==> src/rtl/motion_pkg.sv <==
// Shared motion definitions: FSM state encoding, turn-command bit layout,
// wheel direction constants and the wheel-command helper used while turning.
package motion_pkg;

    typedef enum logic [1:0] {
        ST_IDLE   = 2'd0,
        ST_TURN   = 2'd1,
        ST_SETTLE = 2'd2,
        ST_DRIVE  = 2'd3
    } state_e;

    localparam int CMD_W         = 10;
    localparam int CMD_CW        = 9;
    localparam int CMD_SPIN      = 8;
    localparam int CMD_ANGLE_MSB = 7;
    localparam int CMD_ANGLE_LSB = 0;
    localparam int TIMER_W       = 24;

    localparam logic DIR_FWD = 1'b1;
    localparam logic DIR_REV = 1'b0;

    localparam logic [7:0] DEFAULT_TURN_SPEED  = 8'd64;
    localparam logic [7:0] DEFAULT_DRIVE_SPEED = 8'd128;

    typedef struct packed {
        logic [7:0] left_speed;
        logic [7:0] right_speed;
        logic       left_dir;
        logic       right_dir;
    } wheel_cmd_t;

    localparam wheel_cmd_t WHEELS_STOP = '{
        left_speed:  8'd0,
        right_speed: 8'd0,
        left_dir:    DIR_FWD,
        right_dir:   DIR_FWD
    };

    // A pivot keeps the inner wheel stopped (facing forward); a spin drives both in opposition.
    function automatic wheel_cmd_t turn_wheels(input logic cw, input logic spin,
                                               input logic [7:0] speed);
        wheel_cmd_t w;
        w = WHEELS_STOP;
        if (spin) begin
            w.left_speed  = speed;
            w.right_speed = speed;
            w.left_dir    = cw ? DIR_FWD : DIR_REV;
            w.right_dir   = cw ? DIR_REV : DIR_FWD;
        end else if (cw) begin
            w.left_speed  = speed;
        end else begin
            w.right_speed = speed;
        end
        return w;
    endfunction

endpackage

==> src/rtl/turn_timer.sv <==
// Loadable down-counter timing both the TURN and SETTLE phases.
// A load of N gives N+1 cycles before expired_o is seen while counting.
module turn_timer
    import motion_pkg::*;
#(
    parameter int W = TIMER_W
) (
    input  logic         clk_i,
    input  logic         rst_ni,
    input  logic         load_i,
    input  logic [W-1:0] value_i,
    input  logic         enable_i,
    output logic         expired_o
);

    logic [W-1:0] count_q;

    always_ff @(posedge clk_i or negedge rst_ni) begin
        if (!rst_ni) begin
            count_q <= '0;
        end else if (load_i) begin
            count_q <= value_i;
        end else if (enable_i && (count_q != '0)) begin
            count_q <= count_q - 1'b1;
        end
    end

    assign expired_o = (count_q == '0);

endmodule

==> src/rtl/random_move_executor.sv <==
// Turns a random turn command into timed wheel commands: turn, settle, then drive
// straight until random mode releases the wheels or a new command arrives.
module random_move_executor
    import motion_pkg::*;
#(
    parameter int         TICKS_PER_DEG = 16,
    parameter int         SETTLE_CYCLES = 4,
    parameter logic [7:0] TURN_SPEED    = DEFAULT_TURN_SPEED,
    parameter logic [7:0] DRIVE_SPEED   = DEFAULT_DRIVE_SPEED
) (
    input  logic             clk,
    input  logic             rst,
    input  logic             random_enable,
    input  logic             cmd_load,
    input  logic [CMD_W-1:0] cmd,
    output logic [7:0]       left_speed,
    output logic [7:0]       right_speed,
    output logic             left_dir,
    output logic             right_dir,
    output logic             busy,
    output logic             turn_done
);

    localparam longint MAX_TURN_TICKS = 64'd255 * longint'(TICKS_PER_DEG);

    if (MAX_TURN_TICKS > 64'd16777215) begin : g_turn_too_long
        $error("random_move_executor: 255*TICKS_PER_DEG exceeds the 24-bit turn timer");
    end
    if (TICKS_PER_DEG < 1 || SETTLE_CYCLES < 1) begin : g_bad_durations
        $error("random_move_executor: TICKS_PER_DEG and SETTLE_CYCLES must be at least 1");
    end

    localparam logic [TIMER_W-1:0] TICKS       = TIMER_W'(TICKS_PER_DEG);
    localparam logic [TIMER_W-1:0] SETTLE_LOAD = TIMER_W'(SETTLE_CYCLES - 1);

    state_e             state_q, state_d;
    logic [CMD_W-1:0]   cmd_q, cmd_d;
    wheel_cmd_t         wheels_q, wheels_d;
    logic               busy_q, busy_d;
    logic               turn_done_q, turn_done_d;

    logic               timer_load;
    logic               timer_enable;
    logic               timer_expired;
    logic [TIMER_W-1:0] timer_value;
    logic [TIMER_W-1:0] turn_load;
    logic [7:0]         new_angle;

    assign new_angle = cmd[CMD_ANGLE_MSB:CMD_ANGLE_LSB];
    assign turn_load = TIMER_W'(new_angle) * TICKS - 1'b1;

    turn_timer #(.W(TIMER_W)) u_turn_timer (
        .clk_i     (clk),
        .rst_ni    (rst),
        .load_i    (timer_load),
        .value_i   (timer_value),
        .enable_i  (timer_enable),
        .expired_o (timer_expired)
    );

    // Priority: loss of random mode, then a new command, then phase expiry.
    always_comb begin
        state_d      = state_q;
        cmd_d        = cmd_q;
        turn_done_d  = 1'b0;
        timer_load   = 1'b0;
        timer_enable = 1'b0;
        timer_value  = SETTLE_LOAD;

        if (!random_enable) begin
            state_d = ST_IDLE;
        end else if (cmd_load) begin
            cmd_d      = cmd;
            timer_load = 1'b1;
            if (new_angle != 8'd0) begin
                state_d     = ST_TURN;
                timer_value = turn_load;
            end else begin
                state_d     = ST_SETTLE;
            end
        end else begin
            unique case (state_q)
                ST_TURN: begin
                    if (timer_expired) begin
                        state_d     = ST_SETTLE;
                        turn_done_d = 1'b1;
                        timer_load  = 1'b1;
                    end else begin
                        timer_enable = 1'b1;
                    end
                end
                ST_SETTLE: begin
                    if (timer_expired) begin
                        state_d = ST_DRIVE;
                    end else begin
                        timer_enable = 1'b1;
                    end
                end
                default: ;
            endcase
        end

        wheels_d = WHEELS_STOP;
        unique case (state_d)
            ST_TURN:  wheels_d = turn_wheels(cmd_d[CMD_CW], cmd_d[CMD_SPIN], TURN_SPEED);
            ST_DRIVE: wheels_d = '{left_speed: DRIVE_SPEED, right_speed: DRIVE_SPEED,
                                   left_dir: DIR_FWD, right_dir: DIR_FWD};
            default:  ;
        endcase
        busy_d = (state_d == ST_TURN) || (state_d == ST_SETTLE);
    end

    always_ff @(posedge clk or negedge rst) begin
        if (!rst) begin
            state_q     <= ST_IDLE;
            cmd_q       <= '0;
            wheels_q    <= WHEELS_STOP;
            busy_q      <= 1'b0;
            turn_done_q <= 1'b0;
        end else begin
            state_q     <= state_d;
            cmd_q       <= cmd_d;
            wheels_q    <= wheels_d;
            busy_q      <= busy_d;
            turn_done_q <= turn_done_d;
        end
    end

    assign left_speed  = wheels_q.left_speed;
    assign right_speed = wheels_q.right_speed;
    assign left_dir    = wheels_q.left_dir;
    assign right_dir   = wheels_q.right_dir;
    assign busy        = busy_q;
    assign turn_done   = turn_done_q;

endmodule

==> config.mk <==
export PLATFORM = sky130hd
export DESIGN_NAME = random_move_executor
export DESIGN_NICKNAME = d
export VERILOG_FILES = /design/src/rtl/motion_pkg.sv /design/src/rtl/turn_timer.sv /design/src/rtl/random_move_executor.sv
export SDC_FILE = /design/constraint.sdc
export NUM_CORES = 1
export LEC_CHECK = 0
export BUFFER_PORTS_ARGS = -buffer_cell sky130_fd_sc_hd__buf_2
export CAP_MARGIN = 10
export CORE_ASPECT_RATIO = 1.4
export CORE_UTILIZATION = 45
export DETAILED_ROUTE_END_ITERATION = 8
export PLACE_DENSITY = 0.65
export SYNTH_ARGS = -nofsm -noshare
export SYNTH_HDL_FRONTEND = slang
export SYNTH_HIERARCHICAL = 1
export SYNTH_SLANG_ARGS = --single-unit
==> constraint.sdc <==
create_clock -name clk -period 5.18 [get_ports clk]
set_input_delay 0.777 -clock clk [delete_from_list [all_inputs] [get_ports clk]]
set_output_delay 0.777 -clock clk [all_outputs]
set_load 0.01 [all_outputs]
Word level (Yosys, flattened, before mapping)
Cells that the tools add are included. Widths: inputs -> output; s select.

Add/sub/neg operators: 2. Multiply operators: 0. Divide/modulo/power cells: 0. Order comparisons: 0. Equal/unequal tests: 5. Shifts and indexed selects: 0. Mux-type cells: 30. Bitwise logic cells: 0. Reductions and logical operators: 8.

Operators with widths (count): $mux 24 (5); $pmux 18 s2 (1); $logic_not 24->1 (1); $reduce_bool 24->1 (1); $sub 24x1->24 const B (1); $mux 10 (2); $mux 15 (1); $mux 7 (2); $sub 12x1->13 const B (1); $mux 1 (12); $mux 2 (6); $reduce_bool 8->1 (1); $eq 2x2->1 const B (3); $eq 2x1->1 const B (2); $pmux 2 s2 (1); $reduce_and 2->1 (1); $reduce_bool 2->1 (1); $reduce_or 2->1 (1); $logic_and 1x1->1 (1); $logic_or 1x1->1 (1).

Register bits after elaboration: 56. Bits in latches: 0. Memory bits (writable): 0. Bits in read-only memories: 0. Input port bits: 14. Memories kept: 0.

Logic depth before layout (Yosys ltp)
Gate-level depths: netlist (run 1).

Word-level depth: 8. Mapped depth: 11. Gate-level depth less buffers: 11.

Modules after synthesis
The synthesis (run 1) kept the hierarchy.

By module, submodules not included: turn_timer (instances 1, cells each 168, area an instance 1492.7 sq um, seq. area each 600.6 sq um); random_move_executor (instances 1, cells each 94, area an instance 869.6 sq um, seq. area each 277.8 sq um).

Worst setup path before layout (run 1)
No wires, ideal clock.

Kind: input port to flip-flop. From: input random_enable. To: register u_turn_timer.count_q[20]. Arrival: 2.657 ns. Slack: 2.396 ns. Cell stages on the path: 7. Cell sequence: clkbuf_1 -> nor4b_1 -> and4bb_2 -> nand3_1 -> nor4_1 -> xnor2_1 -> o21ai_0.

Longest elaborated chain between the ends: 3.

RTL lines: from (decl) (line random_move_executor.sv:13) `input logic random_enable,`; $mux 1 (line random_move_executor.sv:70) `if (!random_enable) begin`; via timer_enable (line random_move_executor.sv:43) `logic timer_enable;`; $logic_and 1x1->1 (line turn_timer.sv:23) `end else if (enable_i && (count_q != '0)) begin`; $reduce_bool 2->1 (no source line); to (signal assigned) (line turn_timer.sv:22) `count_q <= value_i;`; to (signal assigned) (line turn_timer.sv:24) `count_q <= count_q - 1'b1;`; to (decl) (line turn_timer.sv:16) `logic [W-1:0] count_q;`.

The timed path passes the listed nets, and every way through them passes these cells. A chain may end at the register's enable or synchronous reset.

Final worst setup path (run 1)
From: register u_turn_timer.count_q[0]. To: register u_turn_timer.count_q[8].

RTL lines: $logic_not 24->1 * (line turn_timer.sv:28) `assign expired_o = (count_q == '0);`; via timer_expired (line random_move_executor.sv:44) `logic timer_expired;`; $mux 1 * (line random_move_executor.sv:84) `if (timer_expired) begin`; $mux 1 * (line random_move_executor.sv:82) `unique case (state_q)`; $mux 1 * (line random_move_executor.sv:72) `end else if (cmd_load) begin`; $mux 1 * (line random_move_executor.sv:70); via timer_load (line random_move_executor.sv:42) `logic timer_load;`; $mux 24 or $reduce_bool 2->1 (tied branches).

The timed path passes the listed nets; every way through them passes the cells marked *. The select of a mux whose other input is x is not followed.

==> results of run 1 <==
-- metal layers --
layer  part of all wire (%)  global-route usage (%)
met1                     43                    20.4
met2                     52                    32.0
met3                    2.5                    3.52
met4                    2.2                    8.68
met5                      0                       0
-- worst reg2reg max path, delay by kind of cell (launching register included) --
family / cells / cell delay, ns
fa+ha+maj: 1 / 0.15
compound gates: 2 / 0.18
simple gates: 5 / 2.02
buf+inv: 2 / 0.47
flops: 1 / 0.39
-- worst max path at each step --
stage | from | end | cells after the start | slack (ns)
6_report | u_turn_timer/count_q[0] | u_turn_timer/count_q[8] | 10 | 1.87
5_1_grt | u_turn_timer/count_q[0] | u_turn_timer/count_q[8] | 10 | 1.54
4_1_cts | u_turn_timer/count_q[0] | u_turn_timer/count_q[8] | 10 | 1.89
3_5_place_dp | u_turn_timer/count_q[0] | u_turn_timer/count_q[8] | 10 | 1.92
3_3_place_gp | u_turn_timer/count_q[0] | u_turn_timer/count_q[8] | 10 | 1.97
2_1_floorplan | random_enable | u_turn_timer/count_q[20] | 7 | 2.40
-- layout make-up --
type,instances,area (um2)
inverter,15,56.3
multi-input combinational,212,1370
fill,512,2370
tap,64,80.1
clock buffer,5,68.8
timing repair buffer,22,113
clock inverter,3,23.8
sequential,35,878
-- registers in the layout, summed over array words and instances (netlist names) --
| signal | count |
|---|---|
| busy | 1 |
| left_speed | 1 |
| right_speed | 2 |
| right_dir | 1 |
| turn_done | 1 |
| u_turn_timer/count_q | 24 |
| left_dir | 1 |
| cmd_q | 2 |
| state_q | 2 |
-- power by group through the flow --
stage / Clock [W] / Sequential [W] / Combinational (W)
5_1_grt: 0.000222 / 0.000342 / 0.000165
6_report: 0.000206 / 0.000338 / 0.000145
2_1_floorplan: 0 / 0.000337 / 0.000115
3_3_place_gp: 0 / 0.000343 / 0.000144
3_5_place_dp: 0 / 0.000343 / 0.000144
4_1_cts: 0.000213 / 0.000338 / 0.000145
-- cell families (layout without fill, tap and decap cells) --
family | count (synthesis) | after routing
simple gates | 98 | 98
compound gates | 57 | 57
buf+inv | 39 | 45
flops | 35 | 35
xor+xnor | 22 | 22
fa+ha+maj | 8 | 8
other cells | 2 | 26
mux | 1 | 1
-- through the flow --
step / std cells / total power, W / area, um2 / utilization [%] / worst slack (ns)
floorplan: 286 / 0.000451 / 2450 / - / 2.40
global placement: 348 / 0.000486 / 2490 / 50.3 / 1.97
detailed placement: 348 / 0.000487 / 2490 / 50.3 / 1.92
CTS: 356 / 0.000696 / 2580 / 52.2 / 1.89
global route: 356 / 0.000729 / 2580 / 52.2 / 1.54
finish: 356 / 0.000689 / 2580 / 52.2 / 1.87
-- layout by cell type (no fill, tap or decap), types with 2 or more instances in the layout --
cell,Yosys,final
buf_2,4,21
clkbuf_8,0,5
or3_1,5,5
dfstp_2,2,2
a211oi_1,2,2
nor4_1,10,10
and2_1,2,2
inv_1,15,15
o311ai_0,2,2
or4_1,5,5
xor2_1,8,8
xnor2_1,14,14
nand3_1,4,4
ha_1,8,8
clkinvlp_4,0,2
a21oi_1,9,9
nor4b_1,2,2
and4_1,2,2
nand4_1,4,4
dfrtp_1,33,33
nand3b_1,4,4
nand2_1,25,25
o21ai_0,21,21
o21ai_1,4,4
o211ai_1,6,6
o31ai_1,2,2
nor2_1,13,13
conb_1,2,26
nor3_1,8,8
==> flow_summary.json, run 1 <==
{
  "status": "completed",
  "synth_compound_area_share_pct": 16.0,
  "pwr-share-clk_pct": 29.9,
  "synth-edff-count": 0,
  "rr_endpoint": "u_turn_timer/count_q[8]",
  "tightest_slew_ns": 0.986,
  "gp_congestion": 0.791,
  "clock_skew_ns": 0.0109,
  "switchingPower_w": 0.000230,
  "synth-seq-cells": 35,
  "r2r-start": "u_turn_timer/count_q[0]",
  "grt_max_degree": 36,
  "insertion_delay_ns": 0.30,
  "ctsRootBufferMaster": "clkbuf_8",
  "yosys.area.top_type": "dfrtp_1",
  "final_nets": 313,
  "cts_made_buffers": 5,
  "ir_drop_mv": 0.146,
  "ant_nets": 0,
  "r2r_slack_ns": 1.87,
  "cpPeakStageDelay_ns": 0.79,
  "yosys.area_share.simple_pct": 24.7,
  "worstSetupPathType": "reg2reg",
  "synth_commonest_cells": "33 x dfrtp_1, 25 x nand2_1, 21 x o21ai_0",
  "cp_slowest_cell": "nor2b_2",
  "relSlewSlack_pct": 33.9,
  "start_kind": "register",
  "max_freq_mhz": 302,
  "synth_fa_ha_area_share_pct": 4.24,
  "syn_to_final_growth_pct": 9.43,
  "track_usage_pct": 17.9,
  "initial_core_util_pct": 47.7,
  "slew_violations": 0,
  "yosysSeqAreaShare_pct": 37.2,
  "rr_worst_depth": 10,
  "syn_area_um2": 2360,
  "synth_top_family_by_area": "simple AND/OR/NAND/NOR gates",
  "synth_xor_area_share_pct": 8.16,
  "grt_pass1_wl_um": 7720,
  "cp_max_fo": 30,
  "drive_above_1_share_pct": 14.7,
  "antenna_found_initial": 0,
  "row_count": 30,
  "min_period_ns": 3.31,
  "power.leakage_nw": 1.08,
  "setup_viol": 0,
  "power.share.sequential_pct": 49.0,
  "cts_max_path_buffers": 2,
  "die-area_um2": 5550,
  "routed_wl_um": 4530,
  "crit_path_end_kind": "register",
  "dieWidth_um": 63.2,
  "antenna_cells": 0,
  "vias_per_cell": 5.27,
  "drcViolationCount": 0,
  "routed-via-count": 1875,
  "cts_tree": "yes",
  "yosys.area.top_type_share_pct": 35.0,
  "post-cts-setup-buffers": 0,
  "synth.most_common_cell": "dfrtp_1",
  "synthArstFlopShare_pct": 100,
  "fin_crit_sh_pct": 63.9,
  "worst-path-buf-inv": 2,
  "cp.required_ns": 5.36,
  "yosys_warnings": 6,
  "cts_resized": 0,
  "synthFlopType": "dfrtp_1",
  "p_per_area_nw_per_um2": 267,
  "io_pins": 34,
  "core_region_area_um2": 4950,
  "yosys-top-cells-area": "dfrtp_1 35%, xnor2_1 5.2%, buf_4 4.4%",
  "synthMuxAreaShare_pct": 0.477,
  "arrival_ns": 3.49,
  "drtIter0Drc": 46,
  "p_int_w": 0.000459,
  "io_buffers": 21,
  "cts_hold_buf": 0,
  "dp_hpwl_um": 3340,
  "cts_sinks": 35,
  "dr.pass1.iters": 4,
  "wl_per_cell_um": 12.7,
  "avgSynthCellArea_um2": 9.02,
  "htreeDepth": 2,
  "rsz0062_at_grt": "no",
  "cap_violations": 0,
  "cpMostUsedCell": "a21oi_1",
  "crit_chain": "inv_1 > ha_1 > nor4b_1 > nand2_1 > nor2_1 > a21oi_1 > nor2b_2 > buf_4 > nor2b_1 > a21oi_1",
  "hp-class": "in2async",
  "comb_power_share_pct": 21.1,
  "finalSetupTns_ns": 0,
  "overflow": 0,
  "p_sw_share_pct": 33.4,
  "synth_cell_type_count": 55,
  "whs_ns": 0.566,
  "path_clk_slew_ns": 0.08,
  "die_y_um": 87.7,
  "syn_inst": 262,
  "hold_viol": 0,
  "grt_pass1_vias": 1729,
  "critPathTopFamily": "simple AND/OR/NAND/NOR gates"
}
Power figures use the tool's default switching activity.
==> inputs of run 2 (changes only) <==
clock period = 3.2 ns   (was 5.18 ns; I/O delays follow)
==> flow_summary.json, run 2 (synthesis gave the netlist of run 1 again) <==
{
  "post-cts-setup-buffers": 0,
  "wl_per_cell_um": 13.0,
  "whs_ns": 0.261,
  "worstSetupPathType": "reg2reg",
  "cts_max_path_buffers": 2,
  "slew_violations": 0,
  "routed_wl_um": 4660,
  "dr.pass1.iters": 4,
  "cp.required_ns": 3.41,
  "layout_commonest_cell": "dfrtp_1",
  "largest_reg_flops": 24,
  "postLayoutCellArea_um2": 2610,
  "r2r_slack_ns": 0.28,
  "gp_congestion": 0.853,
  "syn_to_final_growth_pct": 10.5,
  "cts_sinks": 35,
  "relSlewSlack_pct": 47.5,
  "htreeDepth": 2,
  "drcViolationCount": 0,
  "use_met2_pct": 32.5,
  "status": "completed",
  "power.leakage_nw": 1.10,
  "grt_max_degree": 36,
  "use_met3_pct": 3.65,
  "cts_made_buffers": 5,
  "layout_common_cells": "33 x dfrtp_1, 26 x conb_1, 25 x nand2_1",
  "finalSetupTns_ns": 0,
  "crit_path_end_kind": "register",
  "final_nets": 316,
  "max_freq_mhz": 342,
  "start_kind": "register",
  "dp_hpwl_um": 3440,
  "antenna_cells": 0,
  "hold_viol": 0,
  "core_region_area_um2": 4950,
  "setup_viol": 0,
  "drive_above_1_share_pct": 15.9,
  "ctsRootBufferMaster": "clkbuf_8",
  "min_period_ns": 2.92,
  "cap_violations": 0,
  "rr_worst_depth": 8,
  "clock_skew_ns": 0.00410,
  "initial_core_util_pct": 47.7,
  "regMostFlops": "u_turn_timer/count_q",
  "cts_tree": "yes",
  "row_count": 30,
  "antenna_found_initial": 0,
  "track_usage_pct": 18.9,
  "arrival_ns": 3.13,
  "die-area_um2": 5550,
  "grt_pass1_wl_um": 8200,
  "overflow": 0,
  "drtIter0Drc": 74,
  "ant_nets": 0,
  "path_clk_slew_ns": 0.08,
  "routed-via-count": 1900,
  "cp_max_fo": 8,
  "top_usage_layer": "met2",
  "hp-class": "in2async",
  "insertion_delay_ns": 0.29,
  "io_pins": 34,
  "io_buffers": 21,
  "grt_pass1_vias": 1777,
  "tightest_slew_ns": 0.787,
  "dieWidth_um": 63.2,
  "fin_crit_sh_pct": 91.3,
  "grt_use_met1_pct": 23.5,
  "ir_drop_mv": 0.214,
  "rsz0062_at_grt": "no",
  "place_area_um2": 2510,
  "die_y_um": 87.7,
  "p_per_area_nw_per_um2": 425,
  "vias_per_cell": 5.29
}
## run 2: cell types whose count changed in the layout (fill, tap and decap cells not counted), sizes merged
cell,before,now
inv,16,15
clkinv,0,1
buf,22,25
## run 2: cell type report
class / count / area (um2)
Fill cell: 496 / 2340
Multi-Input combinational cell: 212 / 1370
Sequential cell: 35 / 878
Timing Repair Buffer: 25 / 135
Tap cell: 64 / 80.1
Clock buffer: 5 / 68.8
Inverter: 15 / 56.3
Clock inverter: 3 / 20.0
## run 2: stage by stage
stage | worst slack (ns) | total power, W | cells | util [%]
after CTS | 0.197 | 0.00112 | 359 | 52.6
after global placement | 0.299 | 0.000789 | 351 | 50.8
after floorplan | 0.514 | 0.000731 | 286 | -
after global routing | 0.0144 | 0.00118 | 359 | 52.7
final | 0.277 | 0.00111 | 359 | 52.7
after detailed placement | 0.191 | 0.000792 | 351 | 50.8
## run 2: final timing paths
check	startpoint	end
worst min register to register	u_turn_timer/count_q[11]	u_turn_timer/count_q[11]
min in group clk	random_enable	state_q[1]
max in group asynchronous	rst	u_turn_timer/count_q[23]
worst min-delay path	rst	u_turn_timer/count_q[22]
worst max register to register	u_turn_timer/count_q[12]	left_dir
worst max-delay path	u_turn_timer/count_q[12]	left_dir
## run 2: power breakdown
| part | leakage (nW) | switching, W | total (W) | internal [W] |
|---|---|---|---|---|
| clock network | 0.0402 | 0.000171 | 0.000323 | 0.000151 |
| registers | 0.443 | 0.0000528 | 0.000547 | 0.000494 |
| logic | 0.613 | 0.000142 | 0.000239 | 0.0000974 |
## run 2: critical path, stage by stage, from the launching register on
cell and delay [ns]:
dfrtp_1 0.44, nor4_1 0.63, nand4_1 0.22, nor2_1 0.37
mux2_2 0.38, o221a_2 0.33, ha_1 0.24, o311ai_0 0.10
nand3b_1 0.12
## run 2: per-layer routing
metal  share of wire (%)  vias up
met5                   0        -
met4                0.62        0
met3                 2.8        2
met2                  52       32
met1                  45      891
li1                    -      975
## run 2: timing repair
action / CTS / global route
gates resized for setup: 0 / 1
hold buffers: 0 / 0
setup endpoints to repair: 0 / 7
